**src/rtl/uart_tx_engine.sv**
```systemverilog
// UART transmitter: start bit, LSB-first data, optional parity, 1 or 2 stop bits.
// Valid/ready byte intake; one baud-period counter paces every bit.
module uart_tx_engine #(
  parameter int unsigned CLK_FREQ  = 100_000_000,
  parameter int unsigned BAUD_RATE = 9600,
  parameter int unsigned DATA_BITS = 8,
  parameter int unsigned PARITY    = 0,
  parameter int unsigned STOP_BITS = 1
) (
  input  logic                 clk,
  input  logic                 reset,
  input  logic [DATA_BITS-1:0] tx_data,
  input  logic                 tx_valid,
  output logic                 tx_ready,
  output logic                 tx,
  output logic                 tx_busy,
  output logic                 tx_done
);

  localparam int unsigned DIV   = (CLK_FREQ + BAUD_RATE / 2) / BAUD_RATE;
  localparam int unsigned CNT_W = (DIV > 1) ? $clog2(DIV) : 1;
  localparam int unsigned BIT_W = $clog2(DATA_BITS);

  localparam logic [CNT_W-1:0] CNT_MAX = CNT_W'(DIV - 1);
  localparam logic [BIT_W-1:0] BIT_MAX = BIT_W'(DATA_BITS - 1);
  localparam logic             STOP_LAST = 1'(STOP_BITS - 1);

  typedef enum logic [2:0] {
    S_IDLE,
    S_START,
    S_DATA,
    S_PAR,
    S_STOP
  } state_t;

  state_t               state;
  logic [CNT_W-1:0]     baud_cnt;
  logic [BIT_W-1:0]     bit_idx;
  logic                 stop_idx;
  logic [DATA_BITS-1:0] shift;
  logic                 par_bit;
  logic                 bit_end;

  assign bit_end  = (baud_cnt == CNT_MAX);
  assign tx_ready = (state == S_IDLE);

  always_ff @(posedge clk) begin
    if (reset) begin
      state    <= S_IDLE;
      tx       <= 1'b1;
      tx_busy  <= 1'b0;
      tx_done  <= 1'b0;
      baud_cnt <= '0;
      bit_idx  <= '0;
      stop_idx <= 1'b0;
      shift    <= '0;
      par_bit  <= 1'b0;
    end else begin
      tx_done <= 1'b0;
      if (state != S_IDLE) begin
        baud_cnt <= bit_end ? '0 : baud_cnt + CNT_W'(1);
      end
      case (state)
        S_IDLE: begin
          if (tx_valid) begin
            state    <= S_START;
            tx       <= 1'b0;
            tx_busy  <= 1'b1;
            baud_cnt <= '0;
            bit_idx  <= '0;
            shift    <= tx_data;
            // Parity is frozen from the accepted byte, not the live input
            par_bit  <= (PARITY == 1) ? ~^tx_data : ^tx_data;
          end
        end
        S_START: begin
          if (bit_end) begin
            state <= S_DATA;
            tx    <= shift[0];
          end
        end
        S_DATA: begin
          if (bit_end) begin
            if (bit_idx == BIT_MAX) begin
              bit_idx <= '0;
              if (PARITY != 0) begin
                state <= S_PAR;
                tx    <= par_bit;
              end else begin
                state    <= S_STOP;
                tx       <= 1'b1;
                stop_idx <= 1'b0;
              end
            end else begin
              bit_idx <= bit_idx + BIT_W'(1);
              shift   <= shift >> 1;
              tx      <= shift[1];
            end
          end
        end
        S_PAR: begin
          if (bit_end) begin
            state    <= S_STOP;
            tx       <= 1'b1;
            stop_idx <= 1'b0;
          end
        end
        S_STOP: begin
          if (bit_end) begin
            if (stop_idx == STOP_LAST) begin
              state   <= S_IDLE;
              tx_busy <= 1'b0;
              tx_done <= 1'b1;
            end else begin
              stop_idx <= 1'b1;
            end
          end
        end
        default: begin
          state <= S_IDLE;
          tx    <= 1'b1;
        end
      endcase
    end
  end

endmodule

```
**config.mk**
```make
export PLATFORM = sky130hd
export DESIGN_NAME = uart_tx_engine
export DESIGN_NICKNAME = d
export VERILOG_FILES = /design/src/rtl/uart_tx_engine.sv
export SDC_FILE = /design/constraint.sdc
export NUM_CORES = 1
export LEC_CHECK = 0
export ABC_AREA = 1
export CORE_UTILIZATION = 52
export DETAILED_ROUTE_END_ITERATION = 10
export GPL_TIMING_DRIVEN = 0
export PLACE_DENSITY = 0.77
export SLEW_MARGIN = 20
export SYNTH_ARGS = -nofsm -noshare
export SYNTH_HDL_FRONTEND = slang
export SYNTH_SLANG_ARGS = --single-unit
```
**constraint.sdc**
```tcl
create_clock -name clk -period 1.3 [get_ports clk]
set_input_delay 0.325 -clock clk [delete_from_list [all_inputs] [get_ports clk]]
set_output_delay 0.325 -clock clk [all_outputs]
set_load 0.1 [all_outputs]
```
==> flow_metrics.py <==
metrics = {
    "status": {
        "status": "finished with violations",
        "violations": "negative setup slack",
    },
    "sta": {
        "tightestPinTransition_ns": 0.521,
        "setup_slack_ns": -0.303,
        "tns_ns": -7.47,
        "hold_viol_final": 0,
        "skew_ns": 0.00679,
        "rsz0062_at_grt": "true",
        "setup_viol": 32,
        "clock.fmax_mhz": 624,
        "slew_headroom_pct": 65.0,
        "period_needed_ns": 1.60,
        "fin_crit_sh_pct": 123,
        "finalMaxSlewViolations": 0,
    },
    "worst_setup_path": {
        "cp_max_fo": 4,
        "worst_setup_path_end_kind": "primary output",
        "cpPeakStageDelay_ns": 0.39,
        "worstSetupPathType": "register to primary output",
        "startpoint_type": "register",
        "crit_chain": "nor2_4 > nand2_8 > clkinvlp_4 > buf_12",
        "crit_buf_inv": 2,
        "crit_slowest_cell": "dfxtp_4",
        "crit_arrival_ns": 1.28,
        "path_delay_family": "flip-flops",
        "critical_path_required_ns": 0.98,
    },
    "power": {
        "p_leak_nw": 1.15,
        "netSwitchingFraction_pct": 46.4,
        "peakVddDrop_mv": 2.55,
        "internal_power_mw": 3.56,
        "p_sw_mw": 3.08,
        "p_seq_share_pct": 20.3,
        "clkPwrFrac_pct": 12.8,
        "cellPowerDensity_mw_per_mm2": 2380,
        "combinationalPowerShare_pct": 66.8,
    },
    "routing": {
        "avgRoutedWirePerCell_um": 15.4,
        "ant_nets": 0,
        "via_per_inst": 5.65,
        "finalWirelength_mm": 5.98,
        "drtIter0Drc": 206,
        "drcViolationCount": 0,
        "drt_first_pass_iters": 5,
        "vias": 2186,
    },
    "global_route": {
        "gr-total-overflow": 0,
        "grt.total_usage_pct": 34.4,
        "grt_pass1_vias": 1883,
        "antenna_found_initial": 0,
        "grt_pass1_wl_mm": 9.19,
        "grt_start_max_net_pins": 11,
    },
    "synthesis": {
        "avgSynthCellArea_um2": 6.45,
        "netlist_area_mm2": 0.00182,
        "synth_top_area_share_pct": 34.1,
        "synth_area_leaders": "dfxtp_1 34%, nand2_1 18%, a21oi_1 7.7%, nor2_1 6.8%, nand3_1 5.0%",
        "ys_ff_latch": 31,
        "synthCells": 282,
        "yosysTopAreaCell": "dfxtp_1",
        "yosysSeqAreaShare_pct": 34.1,
        "yosys_warnings": 0,
        "yosysUniqueCellTypes": 29,
        "synth_nets": 297,
    },
    "finish": {
        "regArea_um2": 649,
        "syn_to_final_growth_pct": 53.5,
        "finish.instance_area_mm2": 0.00279,
        "drive_gt1_share_pct": 44.6,
        "fin_nets": 355,
        "multiInputGateArea_mm2": 0.00129,
        "num-fill-cells": 197,
        "n_antenna_cell": 0,
        "stdcell_count": 387,
    },
    "die": {
        "dieArea_mm2": 0.00374,
        "start_util_pct": 54.5,
        "die_x_um": 61.2,
        "num_rows": 21,
        "die_y_um": 61.2,
        "core_mm2": 0.00334,
        "ioPinCount": 15,
    },
    "clock_network": {
        "cts_buffers": 5,
        "clock-sinks": 31,
        "cts.path.max_buffers": 2,
        "htree_num_levels": 2,
        "ctsHoldBuffers": 0,
        "root_buffer": "clkbuf_4",
        "clk_pin_slew_ns": 0.11,
        "clk_latency_ns": 0.35,
        "tritoncts": "done",
    },
    "placement": {
        "post-place-ws_ns": -0.838,
        "io_buffer_count": 14,
        "place_inst": 342,
        "gp_congestion": 0.866,
        "placed_cell_area_mm2": 0.00208,
        "detailed_place_hpwl_mm": 2.82,
    },
    "min_path": {
        "min-delay-path-class": "register to register",
    },
    "run": {
        "cap_violations": 0,
    },
}
[final cells by class]
cell class | count | share of cell area (%)
well taps | 46 | 2.06
inverters | 31 | 4.93
repair buffers | 50 | 18.3
plain buffers | 7 | 1.93
flip-flops and latches | 31 | 23.3
repair inverters | 1 | 0.314
clock buffers | 6 | 1.84
clock inverters | 2 | 1.25
multi-input cells | 213 | 46.1
[worst min-delay path: stages, from the launching register on]
cell     delay, ns
dfxtp_1       0.33
nand2_2       0.06
a21oi_1       0.05
[layout by cell type, fill, tap and decap left out, types with 8 or more instances in the layout]
master / count
inv_1: 18
buf_6: 14
a21oi_2: 9
dfxtp_2: 8
nor2_2: 11
dfxtp_1: 18
nand2_2: 24
inv_2: 8
clkdlybuf4s50_1: 10
buf_4: 23
nand3_1: 13
nor2_1: 21
nand2_1: 57
nand2_4: 8
a21oi_1: 19
o21ai_0: 11
[power groups by stage]
stage	Combinational (mW)	Sequential, mW	Clock [mW]
2_1_floorplan	1.82	1.49	0
3_3_place_gp	2.42	1.34	0
3_5_place_dp	2.44	1.34	0
4_1_cts	3.83	1.32	0.833
5_1_grt	4.67	1.37	0.891
6_report	4.44	1.35	0.853
[registers in the layout (all words and copies together) (netlist names)]
signal    flops
baud_cnt     14
shift         8
bit_idx       3
state         3
tx            1
tx_busy       1
tx_done       1
[kinds of logic (layout without fill, tap and decap cells)]
group                    count (synthesis)  after routing  share of synthesized area (%)
AO/OA/AOI/OAI                           46             46                           13.0
AND/OR/NAND/NOR                        162            162                           40.8
XOR/XNOR                                 1              1                          0.482
buffers and inverters                   38             97                           8.87
flip-flops                              31             31                           34.1
adder cells (fa/ha/maj)                  4              4                           2.75
[through the flow]
stage | util [%] | hold WS [ns] | total power, mW
floorplan | - | 0.436 | 3.31
global placement | 62.3 | 0.447 | 3.76
detailed placement | 62.3 | 0.454 | 3.78
CTS | 80.2 | 0.469 | 5.98
global route | 83.7 | 0.489 | 6.94
finish | 83.7 | 0.476 | 6.64
[layer usage]
layer	track usage (%)	part of all wire, %	vias up
met4	14.0	3.5	0
met5	0	0	-
met1	44.1	41	1003
met3	9.03	7.3	33
met2	55.1	48	114
li1	-	-	1036
[final timing paths]
kind | from | to | slack (ns) | cells after the start
worst max register to register | state[1]$_SDFFE_PP0P_ | shift[6]$_SDFFE_PP0P_ | -0.28 | 12
worst max-delay path | state[1]$_SDFFE_PP0P_ | tx_ready | -0.30 | 4
worst min register to register | shift[7]$_SDFFE_PP0P_ | shift[7]$_SDFFE_PP0P_ | 0.48 | 2
worst min-delay path | shift[7]$_SDFFE_PP0P_ | shift[7]$_SDFFE_PP0P_ | 0.48 | 2
[timing repair]
action / CTS / global route
pin swaps: 39 / 18
cloned: 3 / 0
resized for setup: 111 / 28
endpoints found under the setup margin: 32 / 35
setup buffers: 29 / 6
[cells in the mapped netlist (all sizes together)]
| master | n |
|---|---|
| a211oi | 1 |
| a21oi | 28 |
| a31oi | 1 |
| buf | 5 |
| clkbuf | 2 |
| clkinv | 2 |
| dfxtp | 31 |
| ha | 4 |
| inv | 29 |
| nand2 | 90 |
| nand3 | 19 |
| nand3b | 5 |
| nand4 | 5 |
| nor2 | 37 |
| nor3 | 6 |
| o21ai | 15 |
| o21bai | 1 |
| xor2 | 1 |
Note: power is estimated with default switching activity, not from simulation.
